**src/rtl/vga_sync.sv**
```systemverilog
// VGA timing generator: divides clk by 4 into a pixel tick, runs the
// horizontal/vertical counters on that tick, and produces registered
// active-low sync pulses, a visible-area flag and a frame-start strobe.
module vga_sync #(
  parameter int H_DISPLAY = 640,
  parameter int H_FRONT   = 16,
  parameter int H_SYNC    = 96,
  parameter int H_BACK    = 48,
  parameter int V_DISPLAY = 480,
  parameter int V_FRONT   = 10,
  parameter int V_SYNC    = 2,
  parameter int V_BACK    = 33
) (
  input  logic       clk,
  input  logic       reset_n,
  output logic       hsync,
  output logic       vsync,
  output logic       video_on,
  output logic       p_tick,
  output logic [9:0] pixel_x,
  output logic [9:0] pixel_y,
  output logic       frame_start
);

  localparam int H_TOTAL = H_DISPLAY + H_FRONT + H_SYNC + H_BACK;
  localparam int V_TOTAL = V_DISPLAY + V_FRONT + V_SYNC + V_BACK;

  // All timing boundaries as 10-bit constants so compares stay width-matched.
  localparam logic [9:0] H_LAST     = 10'(H_TOTAL - 1);
  localparam logic [9:0] V_LAST     = 10'(V_TOTAL - 1);
  localparam logic [9:0] H_VIS      = 10'(H_DISPLAY);
  localparam logic [9:0] V_VIS      = 10'(V_DISPLAY);
  localparam logic [9:0] HS_FIRST   = 10'(H_DISPLAY + H_FRONT);
  localparam logic [9:0] HS_LAST    = 10'(H_DISPLAY + H_FRONT + H_SYNC - 1);
  localparam logic [9:0] VS_FIRST   = 10'(V_DISPLAY + V_FRONT);
  localparam logic [9:0] VS_LAST    = 10'(V_DISPLAY + V_FRONT + V_SYNC - 1);

  logic [1:0] r_div;
  logic [9:0] r_h_cnt;
  logic [9:0] r_v_cnt;
  logic       r_hsync;
  logic       r_vsync;
  logic       r_frame_start;

  logic       w_tick;
  logic       w_h_wrap;
  logic       w_v_wrap;
  logic [9:0] w_h_nxt;
  logic [9:0] w_v_nxt;

  assign w_tick   = (r_div == 2'd3);
  assign w_h_wrap = (r_h_cnt == H_LAST);
  assign w_v_wrap = (r_v_cnt == V_LAST);

  // Next counter values; syncs are decoded from these so they land on the
  // same edge as the counters they describe.
  always_comb begin
    w_h_nxt = w_h_wrap ? 10'd0 : r_h_cnt + 10'd1;
    w_v_nxt = r_v_cnt;
    if (w_h_wrap) w_v_nxt = w_v_wrap ? 10'd0 : r_v_cnt + 10'd1;
  end

  // Free-running clk/4 divider; its terminal count is the pixel tick.
  always_ff @(posedge clk or negedge reset_n) begin
    if (!reset_n) r_div <= 2'd0;
    else          r_div <= r_div + 2'd1;
  end

  // Pixel counters and registered sync pulses, advanced only on the tick.
  always_ff @(posedge clk or negedge reset_n) begin
    if (!reset_n) begin
      r_h_cnt <= 10'd0;
      r_v_cnt <= 10'd0;
      r_hsync <= 1'b1;
      r_vsync <= 1'b1;
    end else if (w_tick) begin
      r_h_cnt <= w_h_nxt;
      r_v_cnt <= w_v_nxt;
      r_hsync <= !((w_h_nxt >= HS_FIRST) && (w_h_nxt <= HS_LAST));
      r_vsync <= !((w_v_nxt >= VS_FIRST) && (w_v_nxt <= VS_LAST));
    end
  end

  // One-clk strobe after the edge that wraps both counters back to (0,0).
  always_ff @(posedge clk or negedge reset_n) begin
    if (!reset_n) r_frame_start <= 1'b0;
    else          r_frame_start <= w_tick && w_h_wrap && w_v_wrap;
  end

  assign p_tick      = w_tick;
  assign pixel_x     = r_h_cnt;
  assign pixel_y     = r_v_cnt;
  assign hsync       = r_hsync;
  assign vsync       = r_vsync;
  assign frame_start = r_frame_start;
  assign video_on    = (r_h_cnt < H_VIS) && (r_v_cnt < V_VIS);

endmodule

```
**config.mk**
```make
export PLATFORM = sky130hd
export DESIGN_NAME = vga_sync
export DESIGN_NICKNAME = d
export VERILOG_FILES = /design/src/rtl/vga_sync.sv
export SDC_FILE = /design/constraint.sdc
export NUM_CORES = 1
export LEC_CHECK = 0
export BUFFER_PORTS_ARGS = -buffer_cell sky130_fd_sc_hd__buf_2
export CORE_AREA = 2 2 72 47
export DETAILED_ROUTE_END_ITERATION = 12
export DIE_AREA = 0 0 74 49
export PLACE_DENSITY = 0.76
export SYNTH_ARGS = -nofsm -noshare
export SYNTH_HDL_FRONTEND = slang
export SYNTH_SLANG_ARGS = --single-unit
```
**constraint.sdc**
```tcl
create_clock -name clk -period 2.3 [get_ports clk]
set_clock_uncertainty 0.2 [all_clocks]
set_input_delay 0.46 -clock clk [delete_from_list [all_inputs] [get_ports clk]]
set_output_delay 0.46 -clock clk [all_outputs]
set_load 0.1 [all_outputs]
```
==> results of run 1 <==
## per-stage QoR
stage               setup slack (ps)  utilization [%]
global route                    19.7             60.3
global placement                 223             57.9
CTS                             30.2             59.9
floorplan                      -48.3                -
finish                           119             60.3
detailed placement               177             57.9
## cell type report
type                    instances  area share [%]
clock buffers                   3            2.26
flip-flops and latches         25            36.1
multi-input cells             122            48.0
clock inverters                 1           0.412
inverters                       9            1.85
repair buffers                 28            8.24
well taps                      45            3.09
## layer usage
metal	part of all wire, %	GRT usage [%]	vias to the layer above
met1	45	33.7	651
met3	7.8	5.58	13
met4	2.0	6.36	0
met2	45	31.0	66
li1	-	-	652
met5	0	0	-
## placed cells by master, fill, tap and decap left out, types with 2 or more instances in the layout
master and n:
or3_1 2, clkbuf_8 3, buf_2 25, nor2_1 9, inv_1 9, and3_1 2, nor3_4 2, o31ai_1 3
dfstp_2 2, a211oi_1 2, nand3_1 12, a31oi_1 2, nor4_4 2, dfrtp_4 2, dfrtp_1 3, xnor2_1 8
ha_1 4, nor3b_1 3, o21ai_0 13, nand2b_1 2, o41ai_1 2, nand4_1 7, a21oi_1 3, nor4_1 2
dfrtp_2 18, nand2_1 14, xor2_1 2
## critical path, delay by kind of cell (launching register included)
family | cells | cell delay, ps
buffers and inverters | 1 | 350
flip-flops | 1 | 460
AND/OR/NAND/NOR | 3 | 440
## power breakdown
part / internal [uW] / total [uW] / switching, uW
registers: 439 / 439 / 0
logic: 1.71 / 10.2 / 8.49
clock network: 123 / 267 / 144
## logic make-up after synthesis
family / synth area share, %
adder cells (fa/ha/maj): 4.03
multiplexers: 1.37
XOR/XNOR: 5.64
AO/OA/AOI/OAI: 14.9
AND/OR/NAND/NOR: 28.8
flip-flops: 40.5
buffers and inverters: 4.75
## final timing paths
kind                                          end              startpoint
hold / removal                 r_div[0]$_DFF_PN0_      r_div[0]$_DFF_PN0_
min in group asynchronous  pixel_y[0]$_DFFE_PN0P_                 reset_n
max in group asynchronous  pixel_x[1]$_DFFE_PN0P_                 reset_n
setup reg to reg                vsync$_DFFE_PN1P_  pixel_y[0]$_DFFE_PN0P_
setup / recovery                         video_on  pixel_x[7]$_DFFE_PN0P_
hold reg to reg                r_div[0]$_DFF_PN0_      r_div[0]$_DFF_PN0_
## flip-flops by register name (all words and copies together), names as in the netlist
name         count
frame_start      1
hsync            1
pixel_x         10
pixel_y         10
r_div            2
vsync            1
## what timing repair did
item                       in CTS  in global routing
hold buffers                    1                  0
hold endpoints to repair       15                  0
gates resized for setup         0                  3
setup endpoints to repair       0                  3
==> summary.md, run 1 <==
| Metric | Value |
|---|---|
| Status | complete, no violations |
| FF+latch area | 658 sq um |
| Post-synth ARST share | 100% |
| Clock period minus final worst setup slack | ~2200 ps |
| # port buffers | 26 |
| Setup Crit Path Kind | flip-flop to primary output |
| Ys Warns | 0 |
| Top_reg_cell synth | dfrtp_1 |
| Inst Count DP | 228 |
| P per Cell Area | around 390 mW/mm^2 |
| Drt total wl | 3710 microns |
| Vias | 1382 |
| Die Span Y | 49 microns |
| Post-CTS Repair Setup Buffers | 0 |
| Setup tns final | 0 ps |
| Netlist Area Pre-Place | 0.00155 sq mm |
| Final std cell area, no fill | 0.00182 sq mm |
| P&R area growth vs syn | 17.4% |
| Yosys reg bits | 25 |
| Crit path cell chain | nor2_1, nor2_1, nor3_4, clkbuf_4 |
| Cell mode on critical path | nor2_1 |
| Worst Setup Start Kind | flip-flop |
| Most area-hungry cell type in the Yosys netlist | dfrtp_1 |
| Worst hold path depth | 1 |
| Global Route Usage Sum | 22.2% |
| Synthesized area per cell | 9.47 sq um |
| LEAKAGE | 0.000693 uW |
| Hold_ws | 247 ps |
| R2R setup slack | 160 ps |
| Synth top cells by count | dfrtp_1, nand2_1, o21ai_0 |
| Pre-antenna DRT Iters | 5 |
| Total CTS buffers | 3 |
| CP Max Fanout | 7 |
| Clk_lat worst skew | 270 ps |
| Syn_nets | around 170 |
| Pin count of the biggest net entering global routing | 26 |
| # setup viols final | 0 |
| Maximum operating frequency | 458 MHz |
| RSZ-0062 raised after global routing | no |
| Fill count | 254 |
| Sink Count | 25 |
| Row count | 16 |
| Synth area leaders | dfrtp_1, xnor2_1, o21ai_0, ha_1, nand3_1 |
| Post-synth top area share | between 30 and 40% |
| Worst Tran Pin Value | 566 ps |
| Slew headroom | between 60 and 70% |
| Worst-path clk slew | ~90 ps |
| Final hold vios | 0 |
| Global route overflow | 0 |
| Die width | 74 microns |
| I/O pin total | 27 |
| WP data arrival | 1520 ps |
| Period utilization | 94.8% |
| 1st-iter DRT viols | 136 |
| CTS H-tree lvls | 1 |
| Count leader, synth | dfrtp_1 |
| NumNets Final | 196 |
| CP max stage cell | dfrtp_2 |
| Detailed Place HPWL | 2760 microns |
| N_diodes | 0 |
| R2r worst-path depth | 7 |
| Clock Path Buffers | 2 |
| Slowest stage delay, CP | 460 ps |
| Overall Power | 716 uW |
| Cells after Synth | approximately 160 |
| Slew Limit Fails | 0 |
| Detail Route Antenna Nets | 0 |
| DRC | 0 |
| Routability cong. | around 1.0 |
| Share of post-route cells with drive strength above 1 | 36.2% |
| Seq/Total Area, Yosys | roughly 40% |
| CTS tree | done |
| Post-synth EDFFs | 0 |
| CP required | 1640 ps |
| Area occupied by multi-input gates | 876 sq um |
| Initial antenna violation count | 0 |
| Hold crit path type | flip-flop to flip-flop |
| Initial Util | 51.4% |
| Root Driver | clkbuf_8 |
| Layout Cells excl Fill | 233 |
| Via density per instance | slightly below 6 |
| First-pass GRT wire length | around 6200 microns |
| Max VDD drop | 372 uV |
| Setup crit end kind | primary output |
| Distinct cells, synth | 51 |
| Max-Cap Viols | 0 |
| Die area | between 0.003 and 0.004 sq mm |
| Core Area | 0.00302 sq mm |
| Drt wl/cell | about 16 microns |
| Vias in the first global route | 1278 |
| Placed Area | roughly 0.0018 sq mm |
Note: power is estimated with default switching activity, not from simulation.
==> inputs of run 2 (changes only) <==
BUFFER_PORTS_ARGS = not set   (was -buffer_cell sky130_fd_sc_hd__buf_2)
CORE_AREA = 2 2 75 49   (was 2 2 72 47)
DIE_AREA = 0 0 77 51   (was 0 0 74 49)
DONT_BUFFER_PORTS = 1   (was not set)
PLACE_DENSITY = not set   (was 0.76)
PLACE_DENSITY_LB_ADDON = 0.1   (was not set)
==> run 2 against run 1 <==
Sequential share of layout area fell by 1.4 points. Worst hold slack improved by 5.8 ps. Via count fell by 3.3%. Final cell count rose by 0.43%. Register-to-register slack barely moved. First-iteration DRC count rose by 15%. Critical path depth rose by 1. Setup slack improved by 29 ps. Utilization fell by 3.9 points. Global-route usage fell by 0.93 points. Combinational power rose by 35%. Clock power barely moved. Largest power group unchanged. Highest routed layer unchanged.
==> summary.md, run 2 (synthesized netlist as in run 1, its figures left out) <==
| Metric | Value |
|---|---|
| Worst Tran Pin Value | 524 ps (was 566 ps) |
| Switching Share | 20.8% (was 21.3%) |
| Min-delay src | r_div[0]$_DFF_PN0_ (unchanged) |
| Period utilization | 93.6% (was 94.8%) |
| Setup Crit Path Kind | flip-flop to flip-flop (was flip-flop to primary output) |
| 1st-iter DRT viols | 157 (was 136) |
| Total net switching power | 149 uW (was 153 uW) |
| Vias | 1337 (was 1382) |
| Fill count | 324 (was 254) |
| Clock period minus final worst setup slack | 2150 ps (was 2180 ps) |
| Global route overflow | 0 (unchanged) |
| Max VDD drop | 341 uV (was 372 uV) |
| Worst-path clk slew | 90 ps (about the same) |
| Hold_ws | 253 ps (was 247 ps) |
| Most common cell after layout, fill and taps aside | buf_4 (was buf_2) |
| Global Route Usage Sum | 21.2% (was 22.2%) |
| Pre-antenna DRT Iters | 4 (was 5) |
| Via density per instance | 5.71 (was 5.93) |
| Placed Area | 0.00182 sq mm (was 0.00175 sq mm) |
| Core Area | 0.00336 sq mm (was 0.00302 sq mm) |
| Clock power frac | 36.8% (was 37.3%) |
| Die Span Y | 51 microns (was 49 microns) |
| Maximum operating frequency | 465 MHz (was 458 MHz) |
| Final hold vios | 0 (unchanged) |
| Seq pwr share | 61.2% (was 61.3%) |
| Setup tns final | 0 ps (unchanged) |
| Internal power | 568 uW (was 563 uW) |
| Pin count of the biggest net entering global routing | 26 (unchanged) |
| P per Cell Area | 378 mW/mm^2 (was 393 mW/mm^2) |
| Slew Limit Fails | 0 (unchanged) |
| LEAKAGE | 0.000708 uW (was 0.000693 uW) |
| Slew headroom | 65.1% (was 62.3%) |
| Detail Route Antenna Nets | 0 (unchanged) |
| Clock Path Buffers | 2 (unchanged) |
| WP data arrival | 2140 ps (was 1520 ps) |
| Total CTS buffers | 3 (unchanged) |
| # setup viols final | 0 (unchanged) |
| Die width | 77 microns (was 74 microns) |
| Routability cong. | 0.943 (was 1.00) |
| Max-Cap Viols | 0 (unchanged) |
| Root Driver | clkbuf_8 (unchanged) |
| I/O pin total | 27 (unchanged) |
| Sink Count | 25 (unchanged) |
| Vias in the first global route | 1241 (was 1278) |
| Drt wl/cell | 16.3 microns (was 15.9 microns) |
| Combinational share of power | 1.9% (was 1.4%) |
| Clk_lat worst skew | 270 ps (about the same) |
| Crit path from | pixel_x[5]$_DFFE_PN0P_ (was pixel_x[7]$_DFFE_PN0P_) |
| P&R area growth vs syn | 22.2% (was 17.4%) |
| CP Max Fanout | 8 (was 7) |
| Initial antenna violation count | 0 (unchanged) |
| Setup crit end kind | flip-flop (was primary output) |
| N_diodes | 0 (unchanged) |
| Worst Setup Start Kind | flip-flop (unchanged) |
| RSZ-0062 raised after global routing | no (unchanged) |
| CTS H-tree lvls | 1 (unchanged) |
| NumNets Final | 195 (was 196) |
| CTS tree | done (unchanged) |
| Share of post-route cells with drive strength above 1 | 34.8% (was 36.2%) |
| DRC | 0 (unchanged) |
| First-pass GRT wire length | 6380 microns (was 6220 microns) |
| Row count | 17 (was 16) |
| Die area | 0.00393 sq mm (was 0.00363 sq mm) |
| Commonest non-fill, non-tap cells in the layout | buf_4, dfrtp_2, nand2_1, o21ai_0, nand3_1 (was buf_2, dfrtp_2, nand2_1, o21ai_0, nand3_1) |
| Detailed Place HPWL | 2910 microns (was 2760 microns) |
| CP required | 2290 ps (was 1640 ps) |
| Initial Util | 46.2% (was 51.4%) |
| Status | complete, no violations (unchanged) |
| # port buffers | 0 (was 26) |
| Post-CTS Repair Setup Buffers | 0 (unchanged) |
| R2R Path Start | pixel_x[5]$_DFFE_PN0P_ (was pixel_y[0]$_DFFE_PN0P_) |
| Drt total wl | 3830 microns (was 3710 microns) |
| Hold crit path type | flip-flop to flip-flop (unchanged) |
| Final std cell area, no fill | 0.00190 sq mm (was 0.00182 sq mm) |
run 2: area by class of cell:
cell class                      instances  area [sq um]  area share [%]
Multi-Input combinational cell        122           871            45.9
Clock buffer                            4          45.0            2.37
Tap cell                               47          58.8            3.10
Timing Repair Buffer                   27           230            12.1
Sequential cell                        25           658            34.7
Inverter                                9          33.8            1.78
run 2: per-layer routing:
layer / routed length, microns / GRT usage [%] / up-vias
met1: 2020 / 33.1 / 635
met5: 0 / 0 / -
met3: 240 / 4.95 / 7
met4: 34 / 5.06 / 0
li1: - / - / 644
met2: 1530 / 29.4 / 51
run 2: power by group through the flow:
stage | registers, uW | clock network, uW | logic, uW
after floorplan | 448 | 0 | 0.000264
after global placement | 448 | 0 | 0.000375
after detailed placement | 448 | 0 | 0.000375
after CTS | 439 | 276 | 14.7
after global routing | 439 | 295 | 15.7
final | 439 | 264 | 13.8
run 2: critical path, cell delays in order (launching register included):
cell	delay, ps
dfrtp_2	470
or2_1	400
nor2_4	180
nand3_1	280
o41ai_2	400
a41oi_2	150
run 2: repair_timing:
item | 4_1_cts | 5_1_grt
gates resized for setup | 0 | 1
endpoints found under the hold margin | 25 | 0
hold buffers | 2 | 0
setup endpoints to repair | 0 | 2
run 2: through the flow:
step	utilization (%)	setup slack (ps)	std cells	power, uW
after detailed placement	54.0	139	228	448
final	56.4	147	234	717
after global routing	56.4	16.7	234	750
after CTS	56.3	132	234	730
after floorplan	-	-48.3	164	448
after global placement	54.0	165	228	448
run 2: worst paths after layout:
| kind | end | slack [ps] | cells after the start |
|---|---|---|---|
| worst min register to register | r_div[0]$_DFF_PN0_ | 250 | 1 |
| min in group asynchronous | pixel_y[0]$_DFFE_PN0P_ | 410 | 2 |
| max in group asynchronous | hsync$_DFFE_PN1P_ | 1270 | 2 |
| worst max register to register | vsync$_DFFE_PN1P_ | 150 | 5 |
| worst min-delay path | r_div[0]$_DFF_PN0_ | 250 | 1 |
| worst max-delay path | vsync$_DFFE_PN1P_ | 150 | 5 |
==> inputs of run 3 (changes only) <==
CORE_AREA = 8 8 81 55   (was 2 2 75 49)
DIE_AREA = 0 0 89 63   (was 0 0 77 51)
SETUP_SLACK_MARGIN = 0.2   (was not set)
==> run 3 against run 2 <==
Sequential share of layout area down 0.77 points. Routed wire length rose by 9.0%. Fmax is 2.5% higher. Critical path type is now flip-flop to primary output. Highest routed layer unchanged.
==> summary.md, run 3 (synthesized netlist as in run 1, its figures left out) <==
| Metric | Value |
|---|---|
| Status | complete, no violations (unchanged) |
| Max-Cap Viols | 0 (unchanged) |
| Total CTS buffers | 3 (unchanged) |
| Vias | 1378 (was 1337) |
| First-pass GRT wire length | 6860 microns (was 6380 microns) |
| Die area | 0.00561 sq mm (was 0.00393 sq mm) |
| Core Area | 0.00336 sq mm (unchanged) |
| Clock period minus final worst setup slack | 2100 ps (was 2150 ps) |
| Clock Path Buffers | 2 (unchanged) |
| Hold EP | r_div[0]$_DFF_PN0_ (unchanged) |
| Final hold vios | 0 (unchanged) |
| # port buffers | 0 (unchanged) |
| WP data arrival | 1440 ps (was 2140 ps) |
| Setup Crit Path Kind | flip-flop to primary output (was flip-flop to flip-flop) |
| Detail Route Antenna Nets | 0 (unchanged) |
| Commonest non-fill, non-tap cells in the layout | buf_4, dfrtp_4, nand2_1, o21ai_0, nand3_1 (was buf_4, dfrtp_2, nand2_1, o21ai_0, nand3_1) |
| Global Route Usage Sum | 15.5% (was 21.2%) |
| Vias in the first global route | 1336 (was 1241) |
| CP required | 1640 ps (was 2290 ps) |
| LEAKAGE | 0.000757 uW (was 0.000708 uW) |
| Drt wl/cell | 17.7 microns (was 16.3 microns) |
| Share of post-route cells with drive strength above 1 | 39.9% (was 34.8%) |
| Period utilization | 91.3% (was 93.6%) |
| Pre-antenna DRT Iters | 4 (unchanged) |
| Reg2Reg Capture Point | vsync$_DFFE_PN1P_ (unchanged) |
| Overall Power | 720 uW (was 717 uW) |
| NumNets Final | 196 (was 195) |
| DRC | 0 (unchanged) |
| Initial Util | 46.2% (unchanged) |
| Via density per instance | 5.86 (was 5.71) |
| Clk_lat worst skew | 280 ps (was 270 ps) |
| R2r worst-path depth | 6 (was 5) |
| Initial antenna violation count | 0 (unchanged) |
| Sink Count | 25 (unchanged) |
| Detailed Place HPWL | 3060 microns (was 2910 microns) |
| Dpl ws | 140 ps (was 139 ps) |
| Drt total wl | 4170 microns (was 3830 microns) |
| Inst Count DP | 226 (was 228) |
| Routability cong. | 0.962 (was 0.943) |
| RSZ-0062 raised after global routing | yes (was no) |
| # setup viols final | 0 (unchanged) |
| Row count | 17 (unchanged) |
| Maximum operating frequency | 476 MHz (was 465 MHz) |
| P per Cell Area | 355 mW/mm^2 (was 378 mW/mm^2) |
| R2R setup slack | 240 ps (was 150 ps) |
| Setup WS post-layout | 200 ps (was 147 ps) |
| Most common cell after layout, fill and taps aside | buf_4 (unchanged) |
| N_diodes | 0 (unchanged) |
| Slew headroom | 64.8% (was 65.1%) |
| CTS tree | done (unchanged) |
| Setup crit end kind | primary output (was flip-flop) |
| Pin count of the biggest net entering global routing | 26 (unchanged) |
| Min-delay src | r_div[0]$_DFF_PN0_ (unchanged) |
| CTS H-tree lvls | 1 (unchanged) |
| Layout Cells excl Fill | 235 (was 234) |
| Root Driver | clkbuf_8 (unchanged) |
| I/O pin total | 27 (unchanged) |
| Hold crit path type | flip-flop to flip-flop (unchanged) |
| P&R area growth vs syn | 30.6% (was 22.2%) |
| Slew Limit Fails | 0 (unchanged) |
| Global route overflow | 0 (unchanged) |
| 1st-iter DRT viols | 186 (was 157) |
| Die width | 89 microns (was 77 microns) |
| Worst hold path depth | 1 (unchanged) |
| Max VDD drop | 301 uV (was 341 uV) |
| Die Span Y | 63 microns (was 51 microns) |
| R2R Path Start | pixel_y[4]$_DFFE_PN0P_ (was pixel_x[5]$_DFFE_PN0P_) |
| Worst Setup Start Kind | flip-flop (unchanged) |
| Worst-path clk slew | 80 ps (was 90 ps) |
| CP Max Fanout | 5 (was 8) |
| Setup tns final | 0 ps (unchanged) |
| Worst Tran Pin Value | 528 ps (was 524 ps) |
run 3: changes by cell type in the layout (fill, tap and decap cells not counted), moves of 2 or more:
cell     change
dfrtp_2     -12
nor2_4       +2
dfrtp_4     +12
nor2_1       -3
ha_4         +2
nand2_1      -2
run 3: worst max-delay path by stage:
stage / startpoint / end / slack [ps] / cells past startpoint
final: pixel_y[7]$_DFFE_PN0P_ / video_on / 200 / 5
after global routing: pixel_y[4]$_DFFE_PN0P_ / vsync$_DFFE_PN1P_ / 150 / 6
after CTS: pixel_y[7]$_DFFE_PN0P_ / video_on / 160 / 5
after detailed placement: pixel_x[7]$_DFFE_PN0P_ / vsync$_DFFE_PN1P_ / 140 / 5
after global placement: pixel_x[7]$_DFFE_PN0P_ / vsync$_DFFE_PN1P_ / 230 / 5
after floorplan: pixel_x[8]$_DFFE_PN0P_ / video_on / 20 / 3
run 3: critical path: stages, from the launching register on:
cell and delay [ps]:
dfrtp_4 500, buf_12 180, nand2_8 80, nor2_4 40, nor3_4 150, buf_12 200
run 3: timing repair:
item	in CTS	in global routing
setup endpoints to repair	2	6
resized for setup	10	1
hold buffers	2	0
setup buffers	3	0
pin swaps	4	5
hold endpoints to repair	25	0
run 3: power breakdown:
part           internal [uW]  leakage [uW]  switching, uW
Sequential               439      0.000294              0
Combinational           4.61      0.000440           9.39
Clock                    125     0.0000228            143
Total                    568      0.000757            152
run 3: layout make-up:
class / instances / area [sq um]
Clock buffer: 4 / 45.0
Inverter: 9 / 33.8
Sequential cell: 25 / 688
Timing Repair Buffer: 28 / 254
Fill cell: 297 / 1330
Tap cell: 47 / 58.8
Multi-Input combinational cell: 122 / 948
run 3: per-stage QoR:
step                      area, sq um  utilization, %  hold slack [ps]
after CTS                        2020            60.2              291
after global routing             2030            60.4              313
after global placement           1880            55.8            -35.0
after detailed placement         1880            55.8            -35.0
final                            2030            60.4              287
after floorplan                  1680               -            -35.6
run 3: routing by layer:
layer,track usage [%],vias up,share of wire (%)
li1,-,647,-
met2,21.4,69,43
met1,21.8,655,46
met5,0,-,0
met4,5.15,0,1.4
met3,5.12,7,9.4
